===== src/rtl/ripple_adder_8bit.sv =====
// 8-bit ripple-carry adder built from cascaded full-adder stages.
// Combinational sum/carry_out, plus registered sum, carry, signed-overflow and zero flags.
module ripple_adder_8bit (
  input  logic       clk,
  input  logic       rst,
  input  logic [7:0] a,
  input  logic [7:0] b,
  input  logic       carry_in,
  output logic [7:0] sum,
  output logic       carry_out,
  output logic [7:0] sum_q,
  output logic       carry_out_q,
  output logic       overflow_q,
  output logic       zero_q
);

  localparam int unsigned W = 8;

  logic [W:0] c;
  logic       overflow;
  logic       zero;

  assign c[0] = carry_in;

  // One full adder per bit; carry ripples from bit 0 upward.
  for (genvar i = 0; i < W; i++) begin : g_stage
    assign sum[i]  = a[i] ^ b[i] ^ c[i];
    assign c[i+1]  = (a[i] & b[i]) | (a[i] & c[i]) | (b[i] & c[i]);
  end

  assign carry_out = c[W];
  // Signed overflow: carry into the sign bit differs from carry out of it.
  assign overflow  = c[W-1] ^ c[W];
  assign zero      = (sum == W'(0));

  always_ff @(posedge clk) begin
    if (rst) begin
      sum_q       <= W'(0);
      carry_out_q <= 1'b0;
      overflow_q  <= 1'b0;
      zero_q      <= 1'b0;
    end else begin
      sum_q       <= sum;
      carry_out_q <= carry_out;
      overflow_q  <= overflow;
      zero_q      <= zero;
    end
  end

endmodule


===== config.mk =====
export PLATFORM = sky130hd
export DESIGN_NAME = ripple_adder_8bit
export DESIGN_NICKNAME = d
export VERILOG_FILES = /design/src/rtl/ripple_adder_8bit.sv
export SDC_FILE = /design/constraint.sdc
export NUM_CORES = 1
export LEC_CHECK = 0
export ABC_CLOCK_PERIOD_IN_PS = 20900
export BUFFER_PORTS_ARGS = -buffer_cell sky130_fd_sc_hd__buf_2
export CORE_AREA = 8 8 45 47
export CTS_BUF_LIST = sky130_fd_sc_hd__clkbuf_4 sky130_fd_sc_hd__clkbuf_8
export CTS_CLUSTER_DIAMETER = 150
export DETAILED_ROUTE_END_ITERATION = 8
export DIE_AREA = 0 0 53 55
export HOLD_SLACK_MARGIN = 0.1
export PLACE_DENSITY = 0.8
export SYNTH_ARGS = -nofsm -noshare
export SYNTH_HDL_FRONTEND = slang
export SYNTH_SLANG_ARGS = --single-unit
export TNS_END_PERCENT = 5

===== constraint.sdc =====
create_clock -name clk -period 20.9 [get_ports clk]
set_input_delay 6.27 -clock clk [delete_from_list [all_inputs] [get_ports clk]]
set_output_delay 6.27 -clock clk [all_outputs]
set_load 0.005 [all_outputs]

======== Yosys cells after proc, flatten, opt, wreduce, memory -nomap -nowiden ========
Cells that the tools add are included.
W data, S select, Z words.
word-level totals
  bits in registers ....................... 11
  bits in latches ......................... 0
  RAM bits ................................ 0
  memory bits (read-only) ................. 0
  input port bits ......................... 19
  output and inout bits ................... 20
  word-level logic and storage cells ...... 62
  memories ................................ 0
cells by class
  add/subtract/negate cells ............... 0
  $mul .................................... 0
  divide/modulo/power cells ............... 0
  order comparisons ....................... 0
  equality and inequality tests ........... 0
  shift operators ......................... 0
  mux-type cells .......................... 0
  bitwise operators ....................... 57
  reductions and logical operators ........ 1
operators by type and width
  operator          number
  $and A1 B1 Y1     24
  $xor A1 B1 Y1     17
  $or A1 B1 Y1      16
  $logic_not A8 Y1  1

======== Logic depth before layout (Yosys ltp) ========
  depth in word-level cells ............... 25
  mapped depth ............................ 11
  depth with buffers taken out ............ 11

======== Worst setup path before layout ========
No wires, ideal clock.
  path kind ............................... input to output
  from .................................... input a[0]
  to ...................................... output sum[7]
  arrival ................................. 9.562 ns
  required time ........................... 14.630 ns
  slack ................................... 5.068 ns
  cell stages on the path ................. 10
  buffers on the path ..................... 0
  cell sequence ........................... fa_1 > fa_1 > fa_1 > fa_1 > fa_1 > fa_1 > fa_1 > inv_1 > fa_1 > inv_1
between the ends
  cells in the longest elaborated chain, start to end .. 22
  elaborated cells on any way between the ends .. 29
  those cells by class .................... bitwise: 29
RTL lines
  element                       line  text
  start: declaration            6     input logic [7:0] a,
  $and A1 B1 Y1                 28    assign c[i+1] = (a[i] & b[i]) | (a[i] & c[i]) | (b[i] & c[i]);
  $or A1 B1 Y1 * (2 in series)  28
  $and A1 B1 Y1                 28
  $or A1 B1 Y1                  28
  $or A1 B1 Y1 *                28
  $and A1 B1 Y1                 28
  $or A1 B1 Y1                  28
  $or A1 B1 Y1 *                28
  [... 5 more ...]              -
  $or A1 B1 Y1 *                28
  $and A1 B1 Y1                 28
  $or A1 B1 Y1                  28
  $or A1 B1 Y1 *                28
  $and A1 B1 Y1                 28
  $or A1 B1 Y1                  28
  $or A1 B1 Y1 *                28
  $xor A1 B1 Y1 *               27    assign sum[i] = a[i] ^ b[i] ^ c[i];
  end: declaration              9     output logic [7:0] sum,
Mark *: on every way between the ends. The rest lies on a longest branch, timed or not.

======== Worst setup path in the final report ========
Ends and elaborated chain as after synthesis.

==> impl_results.html <==
<table>
<tr><th>Metric</th><th>Value</th></tr>
<tr><th colspan="2">Power and ir drop</th></tr>
<tr><td>Switching part of the total power</td><td>0.2703</td></tr>
<tr><td>Sequential cell fraction of total power</td><td>0.424</td></tr>
<tr><td>Internal power summed over all cells</td><td>40.99 uW</td></tr>
<tr><td>Sw Pwr</td><td>15.18 uW</td></tr>
<tr><td>Peak VDD IR</td><td>0.02326 mV</td></tr>
<tr><td>Leakage Power</td><td>0.0003887 uW</td></tr>
<tr><td>Pwr Total</td><td>56.17 uW</td></tr>
<tr><td>Total power divided by cell area</td><td>77.13 nW/um^2</td></tr>
<tr><td>Combinational power share</td><td>0.304</td></tr>
<tr><td>Clock network fraction of total power</td><td>0.272</td></tr>
<tr><th colspan="2">Timing</th></tr>
<tr><td>Minimum clock period after layout</td><td>16.15 ns</td></tr>
<tr><td>Slew at the pin with the worst max-slew slack</td><td>0.2029 ns</td></tr>
<tr><td>Share of the cycle needed by the critical path after routing</td><td>0.7725</td></tr>
<tr><td>Number of setup violations in the final report</td><td>0</td></tr>
<tr><td>Final-layout setup total negative slack</td><td>0 ns</td></tr>
<tr><td>Worst slew slack as a fraction of its limit</td><td>0.8635</td></tr>
<tr><td>Fin. max-slew vios</td><td>0</td></tr>
<tr><td>Setup repair after global routing missed its margin</td><td>false</td></tr>
<tr><td>Peak Freq</td><td>61.94 MHz</td></tr>
<tr><td>Final hold viol count</td><td>0</td></tr>
<tr><th colspan="2">Die</th></tr>
<tr><td>Std-Cell Core Area</td><td>1384 sq um</td></tr>
<tr><td>Number of top-level pins</td><td>39</td></tr>
<tr><td>Starting Density</td><td>0.3562</td></tr>
<tr><td>Die Y</td><td>55 um</td></tr>
<tr><td>Die area</td><td>2915 sq um</td></tr>
<tr><td>Standard-cell rows</td><td>14</td></tr>
<tr><td>Die Span X</td><td>53 um</td></tr>
<tr><th colspan="2">Yosys</th></tr>
<tr><td>Proportion of synthesized area in mux cells</td><td>0</td></tr>
<tr><td>Mapped Avg Cell Area</td><td>12.32 sq um</td></tr>
<tr><td>Synth Area in Compound Gates</td><td>0</td></tr>
<tr><td>Synth Area in XOR/XNOR</td><td>0.01777</td></tr>
<tr><td>Net count after synthesis</td><td>67</td></tr>
<tr><td>Gate Count Post-Synth</td><td>40</td></tr>
<tr><td>Portion of the post-synthesis area used by sequential elements</td><td>0.4467</td></tr>
<tr><td>Cell area after synthesis</td><td>493.0 sq um</td></tr>
<tr><td>Main combinational cell family by area after synthesis</td><td>adder cells</td></tr>
<tr><td>Count of unique library cells instantiated by Yosys</td><td>10</td></tr>
<tr><td>Adder and majority gate portion of the synthesized area</td><td>0.3249</td></tr>
<tr><td>Warnings, synthesis</td><td>0</td></tr>
<tr><td>Fraction of the mapped netlist area in simple logic gates</td><td>0.1624</td></tr>
<tr><td>Register bit total from synthesis</td><td>11</td></tr>
<tr><th colspan="2">CTS</th></tr>
<tr><td>Post-cts hold buffer count</td><td>0</td></tr>
<tr><td>Buffers inserted during post-CTS setup optimization</td><td>0</td></tr>
<tr><td>Number of cells upsized or downsized after cts</td><td>0</td></tr>
<tr><td>TritonCTS clock tree</td><td>done</td></tr>
<tr><td>CTS root buf</td><td>sky130_fd_sc_hd__clkbuf_4</td></tr>
<tr><td>Worst-path clk slew</td><td>0.07 ns</td></tr>
<tr><td>Clock buffers created by TritonCTS</td><td>3</td></tr>
<tr><td>TritonCTS sink count</td><td>11</td></tr>
<tr><td>Clk buf depth</td><td>2</td></tr>
<tr><td>Number of levels the H-tree was split into</td><td>1</td></tr>
<tr><th colspan="2">Drt</th></tr>
<tr><td>DRC Markers</td><td>0</td></tr>
<tr><td>Iteration count of the initial detailed-routing pass</td><td>4</td></tr>
<tr><td>Via-per-instance ratio</td><td>4.134</td></tr>
<tr><td>Final wirelength</td><td>1.238 mm</td></tr>
<tr><td>Per-cell routed wire length</td><td>12.76 um</td></tr>
<tr><td>Count of vias placed by the detailed router</td><td>401</td></tr>
<tr><td>Number of nets still failing antenna checks after routing</td><td>0</td></tr>
<tr><td>DRC marker count from the first detailed-route iteration</td><td>4</td></tr>
<tr><th colspan="2">Critical path</th></tr>
<tr><td>CP Max Fanout</td><td>3</td></tr>
<tr><td>Crit path largest cell delay</td><td>0.45 ns</td></tr>
<tr><td>Master of the slowest instance on the critical path</td><td>sky130_fd_sc_hd__fa_1</td></tr>
<tr><td>Critical path, cell by cell</td><td>buf_2, fa_1, fa_1, fa_1, fa_1, fa_1, fa_1, fa_1, inv_1, fa_1, inv_1, buf_2</td></tr>
<tr><td>Setup crit end kind</td><td>output pin</td></tr>
<tr><td>Kind of critical path</td><td>input pin to output pin</td></tr>
<tr><td>Top Family by Delay on Critical Path</td><td>adder cells</td></tr>
<tr><td>Element type at the critical path start</td><td>input pin</td></tr>
<tr><td>Crit path top cell by count</td><td>sky130_fd_sc_hd__fa_1</td></tr>
<tr><td>Buf/Inv on CP</td><td>4</td></tr>
<tr><td>Signal arrival time at the worst endpoint</td><td>9.88 ns</td></tr>
<tr><td>CP Data Required Time</td><td>14.63 ns</td></tr>
<tr><th colspan="2">Placed design</th></tr>
<tr><td>Post-detailed-placement cell area</td><td>698.2 sq um</td></tr>
<tr><td>Weighted congestion reported at the end of routability-driven placement</td><td>0.6978</td></tr>
<tr><td>Port-buffer cells</td><td>38</td></tr>
<tr><th colspan="2">Cells and area</th></tr>
<tr><td>Signed area change from the synthesized netlist to the final layout</td><td>47.72%</td></tr>
<tr><td>Fraction of layout cells with a size suffix above 1</td><td>0.5309</td></tr>
<tr><td>Diode count</td><td>0</td></tr>
<tr><td>Nets@finish</td><td>109</td></tr>
<tr><td>Final non-filler cell area</td><td>728.2 sq um</td></tr>
<tr><th colspan="2">Status</th></tr>
<tr><td>Status</td><td>finished clean</td></tr>
<tr><th colspan="2">Global route</th></tr>
<tr><td>Wire length of the first global-routing pass</td><td>1.828 mm</td></tr>
<tr><td>Largest net degree at the start of global routing</td><td>12</td></tr>
<tr><td>Global-route usage over all layers</td><td>0.08508</td></tr>
<tr><td>Antenna violations before repair</td><td>0</td></tr>
<tr><td>Remaining global-route overflow</td><td>0</td></tr>
<tr><td>Number of global-route vias before repair</td><td>409</td></tr>
<tr><th colspan="2">Min path</th></tr>
<tr><td>Min-delay worst type</td><td>input pin to register</td></tr>
<tr><th colspan="2">Flow run</th></tr>
<tr><td>Max-cap violations</td><td>0</td></tr>
</table>
power by group through the flow:
stage / Clock (uW) / Combinational [uW] / Sequential (uW)
after floorplan: 0 / 8.00 / 24.7
after global placement: 0 / 17.1 / 24.2
after detailed placement: 0 / 17.6 / 24.3
after CTS: 15.4 / 17.6 / 23.8
after global routing: 16.5 / 19.3 / 24.0
final: 15.3 / 17.1 / 23.8
registers in the layout, indices dropped and copies added (netlist names):
register     flops
overflow_q       1
carry_out_q      1
zero_q           1
sum_q            8
synthesized netlist by cell type:
cell	n	area share
sky130_fd_sc_hd__buf_2	1	0.010
sky130_fd_sc_hd__nor2b_1	6	0.076
sky130_fd_sc_hd__fa_1	8	0.32
sky130_fd_sc_hd__nor4_1	1	0.013
sky130_fd_sc_hd__nor2_1	5	0.038
sky130_fd_sc_hd__inv_1	5	0.038
sky130_fd_sc_hd__nor2b_2	1	0.018
sky130_fd_sc_hd__xor2_1	1	0.018
sky130_fd_sc_hd__dfxtp_1	11	0.45
sky130_fd_sc_hd__and4_1	1	0.018
layer usage:
layer	global-route usage	vias to the layer above	wire (um)
met2	0.1582	21	655
met1	0.08150	178	399
li1	-	200	-
met3	0.02406	2	172
met5	0	-	0
met4	0.05172	0	10
path summary, 6_finish.rpt:
path / start / endpoint / slack [ns] / depth (start not counted)
worst min-delay path: rst / sum_q[2] / 6.30 / 2
worst max-delay path: a[0] / sum[7] / 4.75 / 12
area by class of cell:
type | instances | area, sq um
Clock buffer | 4 | 30.03
Fill cell | 124 | 655.6
Multi-Input combinational cell | 23 | 249.0
Tap cell | 16 | 20.02
Sequential cell | 11 | 220.2
Inverter | 5 | 18.77
Timing Repair Buffer | 38 | 190.2
cells in the final DEF, fill, tap and decap left out, drive strengths merged:
| cell type | synthesis | final |
|---|---|---|
| and4 | 1 | 1 |
| buf | 1 | 38 |
| clkbuf | 0 | 4 |
| dfxtp | 11 | 11 |
| fa | 8 | 8 |
| inv | 5 | 5 |
| nor2 | 5 | 5 |
| nor2b | 7 | 7 |
| nor4 | 1 | 1 |
| xor2 | 1 | 1 |
logic make-up (layout without fill, tap and decap cells):
kind of cell               after synthesis  in the layout
xor gates and xnor gates                 1              1
adders and majority gates                8              8
buffers and inverters                    6             47
DFF                                     11             11
and+or+nand+nor                         14             14
through the flow:
step	utilization	instances	hold WS (ns)	setup WS (ns)
3_5_place_dp	0.5045	93	6.579	4.754
5_1_grt	0.5262	97	6.324	4.614
2_1_floorplan	-	40	6.494	5.068
4_1_cts	0.5262	97	6.306	4.740
3_3_place_gp	0.5045	93	6.571	4.768
6_report	0.5262	97	6.302	4.755
Note: power is estimated with default switching activity, not from simulation.
